### config.mk
export PLATFORM = sky130hd
export DESIGN_NAME = add_seq
export DESIGN_NICKNAME = d
export VERILOG_FILES = /design/src/rtl/add_seq_pkg.sv /design/src/rtl/add8c.sv /design/src/rtl/add_seq.sv
export SDC_FILE = /design/constraint.sdc
export NUM_CORES = 1
export LEC_CHECK = 0
export CAP_MARGIN = 20
export CORE_MARGIN = 5
export CORE_UTILIZATION = 45
export CTS_BUF_LIST = sky130_fd_sc_hd__clkbuf_2
export DETAILED_ROUTE_END_ITERATION = 16
export GPL_TIMING_DRIVEN = 1
export HOLD_SLACK_MARGIN = 0.1
export PLACE_DENSITY = 0.71
export SLEW_MARGIN = 20
export SYNTH_ARGS = -nofsm -noshare
export SYNTH_HDL_FRONTEND = slang
export SYNTH_SLANG_ARGS = --single-unit
export TNS_END_PERCENT = 30
### constraint.sdc
create_clock -name clk -period 6 [get_ports clk]
set_input_delay 0.6 -clock clk [delete_from_list [all_inputs] [get_ports clk]]
set_output_delay 0.6 -clock clk [all_outputs]
set_load 0.1 [all_outputs]
### src/rtl/add_seq_pkg.sv
// Shared types and helpers for the multi-precision add sequencer.
// Optional feature macro: ADD_SEQ_SUB_EN (enables subtract via inverted B and forced carry-in).
package add_seq_pkg;

  localparam int BYTE_W = 8;

  typedef enum logic [1:0] {
    IDLE = 2'd0,
    RUN  = 2'd1,
    DONE = 2'd2
  } state_e;

  // Byte-index width; a one-byte word still needs a one-bit index register.
  function automatic int idx_w(input int nbytes);
    return (nbytes > 1) ? $clog2(nbytes) : 1;
  endfunction

endpackage

### src/rtl/add8c.sv
// Shared 8-bit adder with carry-in and carry-out; purely combinational.
// clk/rst are part of the shared instance's port list but drive no logic.
module add8c
  import add_seq_pkg::*;
(
  input  logic              clk,
  input  logic              rst,
  input  logic [BYTE_W-1:0] arg_0,
  input  logic [BYTE_W-1:0] arg_1,
  input  logic              arg_2,
  output logic              ret_0,
  output logic [BYTE_W-1:0] ret_1
);

  logic unused_clk_rst;
  assign unused_clk_rst = clk ^ rst;

  assign {ret_0, ret_1} = (BYTE_W + 1)'(arg_0) + (BYTE_W + 1)'(arg_1) + (BYTE_W + 1)'(arg_2);

endmodule

### src/rtl/add_seq.sv
// Multi-precision add sequencer: feeds one byte lane per cycle, LSB first, through add8c.
// Optional feature macro: ADD_SEQ_SUB_EN (req_sub selects A-B; otherwise req_sub is ignored).
module add_seq
  import add_seq_pkg::*;
#(
  parameter int NBYTES = 4,
  localparam int W     = 8 * NBYTES
) (
  input  logic         clk,
  input  logic         rst,
  input  logic         req_valid,
  output logic         req_ready,
  input  logic [W-1:0] req_a,
  input  logic [W-1:0] req_b,
  input  logic         req_cin,
  input  logic         req_sub,
  output logic         resp_valid,
  input  logic         resp_ready,
  output logic [W-1:0] resp_sum,
  output logic         resp_cout,
  output logic         busy
);

  localparam int                IDX_W    = idx_w(NBYTES);
  localparam logic [IDX_W-1:0]  LAST_IDX = IDX_W'(NBYTES - 1);

  typedef logic [NBYTES-1:0][BYTE_W-1:0] word_t;

  state_e           state_q, state_d;
  logic [IDX_W-1:0] idx_q, idx_d;
  logic             carry_q, carry_d;
  logic             cout_q, cout_d;
  word_t            a_q, a_d;
  word_t            b_q, b_d;
  word_t            sum_q, sum_d;

  logic [BYTE_W-1:0] add_sum;
  logic              add_cout;

  add8c u_add8c (
    .clk  (clk),
    .rst  (rst),
    .arg_0(a_q[idx_q]),
    .arg_1(b_q[idx_q]),
    .arg_2(carry_q),
    .ret_0(add_cout),
    .ret_1(add_sum)
  );

  logic [W-1:0] b_load;
  logic         carry_load;

`ifdef ADD_SEQ_SUB_EN
  assign b_load     = req_sub ? ~req_b : req_b;
  assign carry_load = req_sub ? 1'b1 : req_cin;
`else
  logic unused_req_sub;
  assign unused_req_sub = req_sub;
  assign b_load         = req_b;
  assign carry_load     = req_cin;
`endif

  // NOTE: every next-state signal gets its hold value first so no path leaves it unassigned (no latches).
  always_comb begin
    state_d = state_q;
    idx_d   = idx_q;
    carry_d = carry_q;
    cout_d  = cout_q;
    a_d     = a_q;
    b_d     = b_q;
    sum_d   = sum_q;
    case (state_q)
      IDLE: begin
        if (req_valid) begin
          a_d     = req_a;
          b_d     = b_load;
          carry_d = carry_load;
          idx_d   = '0;
          state_d = RUN;
        end
      end
      RUN: begin
        sum_d[idx_q] = add_sum;
        carry_d      = add_cout;
        idx_d        = idx_q + IDX_W'(1);
        if (idx_q == LAST_IDX) begin
          cout_d  = add_cout;
          idx_d   = '0;
          state_d = DONE;
        end
      end
      DONE: begin
        if (resp_ready) state_d = IDLE;
      end
      default: state_d = IDLE;
    endcase
  end

  // NOTE: state registers use non-blocking assignments so all flops update together at the edge.
  always_ff @(posedge clk or negedge rst) begin
    if (!rst) begin
      state_q <= IDLE;
      idx_q   <= '0;
      carry_q <= 1'b0;
      cout_q  <= 1'b0;
      a_q     <= '0;
      b_q     <= '0;
      sum_q   <= '0;
    end else begin
      state_q <= state_d;
      idx_q   <= idx_d;
      carry_q <= carry_d;
      cout_q  <= cout_d;
      a_q     <= a_d;
      b_q     <= b_d;
      sum_q   <= sum_d;
    end
  end

  assign req_ready  = (state_q == IDLE);
  assign resp_valid = (state_q == DONE);
  assign busy       = (state_q != IDLE);
  assign resp_sum   = sum_q;
  assign resp_cout  = cout_q;

endmodule

Word level (Yosys, flattened, before mapping)
Index checks and enable logic that the tools add are counted.
{"block": "totals", "wordCells": 51, "output_inout_bits": 36, "reg_bits": 102, "in_bits": 70}
{"block": "op_classes", "reduce_logical": 8, "magnitude_cmp": 2, "n_eq_ne": 6, "mux": 16, "n_addsub": 3}
{"op": "$bmux 8 s2", "n": 2}
{"op": "$bwmux 32", "n": 1}
{"op": "$mux 8", "n": 3}
{"op": "$demux 8 s2", "n": 1}
{"op": "$mux 2", "n": 5}
{"op": "$add 8x8->9", "n": 1}
{"op": "$add 9x1->9", "n": 1}
{"op": "$pmux 2 s3", "n": 1}
{"op": "$reduce_and 2->1", "n": 3}
{"op": "$eq 2x2->1 const B", "n": 2}
{"op": "$ne 2x2->1 const B", "n": 2}
{"op": "$pmux 2 s2", "n": 1}
{"op": "$reduce_bool 2->1", "n": 2}
{"op": "$lt 2x3->1 const B", "n": 1}
{"op": "$reduce_and 3->1", "n": 1}
{"op": "$add 2x1->2 const B", "n": 1}
{"op": "$eq 2x1->1 const B", "n": 1}
{"op": "$ge 2x1->1 const B", "n": 1}
{"op": "$logic_not 2->1", "n": 1}
{"op": "$ne 2x1->1 const B", "n": 1}
{"op": "$pmux 1 s2", "n": 1}
{"op": "$logic_and 1x1->1", "n": 1}
{"op": "$mux 1", "n": 1}

Depth between registers and ports, before layout
{"block": "logic_depth", "ltp_word": 5, "ltp_mapped": 10, "ltp_nobuf": 9}

Cells and area by module
Synthesis repeated with hierarchy kept, for this count alone.
{"block": "unflattened", "cells_unflattened": 294, "hier_area_um2": 4938.5}
{"module": "add_seq", "seq_area_each_um2": 2552.4, "n_inst": 1, "cells_per_inst": 257, "area_per_inst_um2": 4613.2}
{"module": "add8c", "seq_area_each_um2": 0.0, "n_inst": 1, "cells_per_inst": 37, "area_per_inst_um2": 325.3}

Worst setup path after synthesis
No wires, ideal clock.
{"block": "synth_path", "path_type": "register -> register", "from": "register idx_q[0]", "to": "register sum_q (netlist bit resp_sum[14])", "period_less_slack_ns": 2.664, "required_time_ns": 5.868, "slack_ns": 3.336, "arrival_ns": 2.531, "path_buffers": 1, "stages_incl_launch_ff": 11, "setup_ns": 0.132, "path_cell_list": "dfrtp_1 buf_4 mux4_2 fa_1 inv_1 fa_1 and2b_1 nor3_1 o21ai_0 xnor2_1 o21ai_0"}
{"block": "synth_via", "elab_chain_len": 5, "word_cells_on_any_way": 12, "cone_classes": "add/sub (2); order compare (2); mux (7); reduce/logical (1)"}
{"element": "start: declaration", "line_no": "add_seq.sv:30", "rtl": "logic [IDX_W-1:0] idx_q, idx_d;"}
{"element": "start signal: assignment", "line_no": "add_seq.sv:111", "rtl": "idx_q <= idx_d;"}
{"element": "$bmux 8 s2 (tied with other cells)", "line_no": "add_seq.sv:43", "rtl": ".arg_0(a_q[idx_q]),"}
{"element": "$mux 8 (not written as such) (tied with other cells)", "line_no": "add_seq.sv:43"}
{"element": "$add 8x8->9 / $mux 8 (equally long branches)", "line_no": "add8c.sv:18, add_seq.sv:83"}
{"element": "$add 9x1->9 / $demux 8 s2 (equally long branches)", "line_no": "add8c.sv:18, add_seq.sv:83"}
{"element": "$bwmux 32 (*)", "line_no": "add_seq.sv:83", "rtl": "sum_d[idx_q] = add_sum;"}
{"element": "end signal: assignment", "line_no": "add_seq.sv:116", "rtl": "sum_q <= sum_d;"}
{"element": "end: declaration", "line_no": "add_seq.sv:35", "rtl": "word_t sum_q, sum_d;"}
Mark *: on every way between the ends. The rest lies on a longest branch, timed or not. The select of a mux whose other input is x is not followed.
A chain may end at the register's enable or synchronous reset.

Final worst setup path
Ends and elaborated chain as after synthesis.

==> summary.txt <==
Status
  – Outcome: completed

Logic synthesis
  – Flops & latches, synth: roughly 100
  – Gate Count Post-Synth: 326
  – Yosys warnings: 0
  – Syn nets: 409
  – Area leader, netlist: dfrtp_1
  – Synth unique cells: 29
  – Average size of a mapped cell: between 10 and 15 um2
  – Sequential cell area fraction in the yosys report: 0.551
  – Cell Area, Synth: roughly 0.0046 mm2
  – Ranking of synthesized cells by area: dfrtp_1, mux2_2, mux4_2
  – Top-area cell type share of the netlist area: 0.551

Place
  – Port Buf Inserts: 104
  – Placed inst area: 0.00570 mm2
  – GPL Wtd Cong: 0.817
  – Pre-CTS WS: 2600 ps
  – Dpl hpwl: 6.88 mm

STA
  – Min Tclk post-route: 3360 ps
  – Clk_skew: 35.1 ps
  – Setup TNS: 0 ps
  – Fmax: 298 MHz
  – Final setup fails: 0
  – Rel. slew slack: 0.346
  – Max-slew violations: 0
  – Final Hold Viols: 0
  – Crit share post-route: 0.559
  – Final WS setup: 2640 ps
  – RSZ-0062 raised after global routing: no
  – Slew @ Worst Pin: 978 ps

Final layout
  – Area growth from synthesis to final layout: 26.0%
  – Final core occ: 0.573
  – Layout cells sized above 1: 0.245
  – Final instance area: roughly 0.0058 mm2
  – N_diodes: 0
  – Final nets: about 500

Die
  – Die W: 111 um
  – Site row count: 37
  – Initial Util: 0.455
  – Die Y: ~110 um
  – Core Area: 0.0102 mm2
  – DIE AREA: approximately 0.012 mm2
  – I/O pins: between 100 and 150

Route
  – Iter 0 DRT Violations: 90
  – Via Count: 2900
  – Vias per inst: 5.11
  – Wirelength per Cell: between 15 and 20 um
  – Initial DRT Pass Iterations: 4
  – WL final: 9.33 mm
  – Drc violations: 0
  – Post-route ant nets: 0

Global route
  – Pin count of the biggest net entering global routing: 87
  – First-pass GRT wire length: 15.6 mm
  – Routing usage on met1: 0.214
  – Vias in the first global route: 3041
  – GRT busiest layer: met2
  – Initial antenna violation count: 0
  – Grt met3 use: 0.0424
  – GRT Util Overall: 0.157
  – Met2 Track Usage GR: 0.249
  – Grt total ovfl: 0

Worst setup path
  – Slowest CP cell: dfrtp_1
  – Crit path required time: 6480 ps
  – Setup crit end kind: flop
  – Worst path max stage delay: 620 ps
  – Crit path arrival time: 3830 ps
  – Worst path cell trace: buf_4, mux4_2, fa_1, inv_1, fa_1, and2b_1, nor3_1, o21ai_0, xnor2_1, o21ai_0
  – Crit path max fanout: 15
  – CP Class: reg2reg
  – Startpoint Class: flop

CTS
  – Max Root-Sink Buffers: 2
  – Post-CTS Setup Inserts: 0
  – CTS clk-pin slew, worst paths: 280 ps
  – CTS tree: yes
  – Clock Sinks: slightly above 100
  – Worst skew pair latency: 570 ps
  – CTS root buf: clkbuf_2
  – CTS resizes: 0
  – Max H-tree Level: 3
  – Clock buffer count from CTS: 9

Hold path
  – HP Class: in2async

Job
  – Max cap viols: 0
==> cell usage after synthesis (all sizes together) <==
cell type,instances
and2b,2
dfrtp,102
xnor2,2
o211ai,3
or2b,2
a21oi,4
a211oi,1
a31oi,1
mux2,68
a22oi,1
buf,17
o21ai,35
nor2,3
o31ai,2
nand2,37
and2,1
mux4,16
inv,8
o21bai,1
fa,2
nor3,1
xor2,4
a21o,2
ha,11
==> area by class of cell <==
type	count	area (um2)
timing repair buffer	107	1070
fill	879	4350
clock buffer	9	45.0
sequential	102	2550
multi-input combinational	199	1900
clock inverter	7	73.8
tap	136	170
inverter	8	30.0
==> through the flow <==
stage | std cells | hold WS [ps]
after floorplan | 326 | 304
after global placement | 551 | 464
after detailed placement | 551 | 470
after CTS | 568 | 372
after global routing | 568 | 379
final | 568 | 413
==> timing repair <==
item,in CTS,in global routing
hold buffers,1,0
endpoints found under the hold margin,16,0
endpoints found under the setup margin,0,0
==> worst max-delay path, delay by kind of cell (launching register included) <==
family / cells / cell delay, ps
flops: 1 / 620
fa+ha+maj: 2 / 620
mux: 1 / 590
buf+inv: 2 / 460
compound gates: 2 / 330
xor+xnor: 1 / 330
simple gates: 2 / 320
==> logic make-up (layout without fill, tap and decap cells) <==
group                      after synthesis  in the layout  share of synthesized area
DFF                                    102            102                      0.551
muxes                                   84             84                      0.256
AOI/OAI and AO/OA                       50             50                     0.0608
and+or+nand+nor                         46             46                     0.0430
buffers and inverters                   25            131                     0.0392
adders and majority gates               13             13                     0.0384
xor gates and xnor gates                 6              6                     0.0113
==> metal layers <==
| layer | vias to the layer above | routed length (um) |
|---|---|---|
| li1 | 1358 | - |
| met1 | 1442 | 4150 |
| met2 | 93 | 4500 |
| met3 | 7 | 592 |
| met4 | 0 | 82 |
| met5 | - | 0 |
==> layout by cell type (no fill, tap or decap), types with 3 or more instances in the layout <==
cell type	instances
o21ai_0	35
mux2_4	16
nand2_1	37
inv_1	8
dfrtp_1	102
mux4_2	16
ha_1	11
mux2_2	52
clkdlybuf4s50_1	103
xor2_1	4
clkbuf_2	9
clkinvlp_4	3
a21oi_1	4
o211ai_1	3
==> path summary, 6_finish.rpt <==
path / slack (ps) / endpoint / cells past startpoint / from
max: 2640 / resp_sum[14] / 10 / idx_q[0]
min: 410 / b_q[8] / 2 / rst
max reg2reg: 2640 / resp_sum[14] / 10 / idx_q[0]
min reg2reg: 510 / resp_sum[1] / 2 / resp_sum[1]
max in group asynchronous: 4560 / b_q[19] / 3 / rst
min in group clk: 510 / resp_sum[1] / 2 / resp_sum[1]
==> sequential cells by signal (all words and copies together) (netlist names) <==
register	count
resp_cout	1
b_q	32
state_q	2
carry_q	1
idx_q	2
a_q	32
resp_sum	32
Power is left out: the tool's default activity adds up to more than one toggle a clock period on the data nets, which glitch-free logic cannot reach.
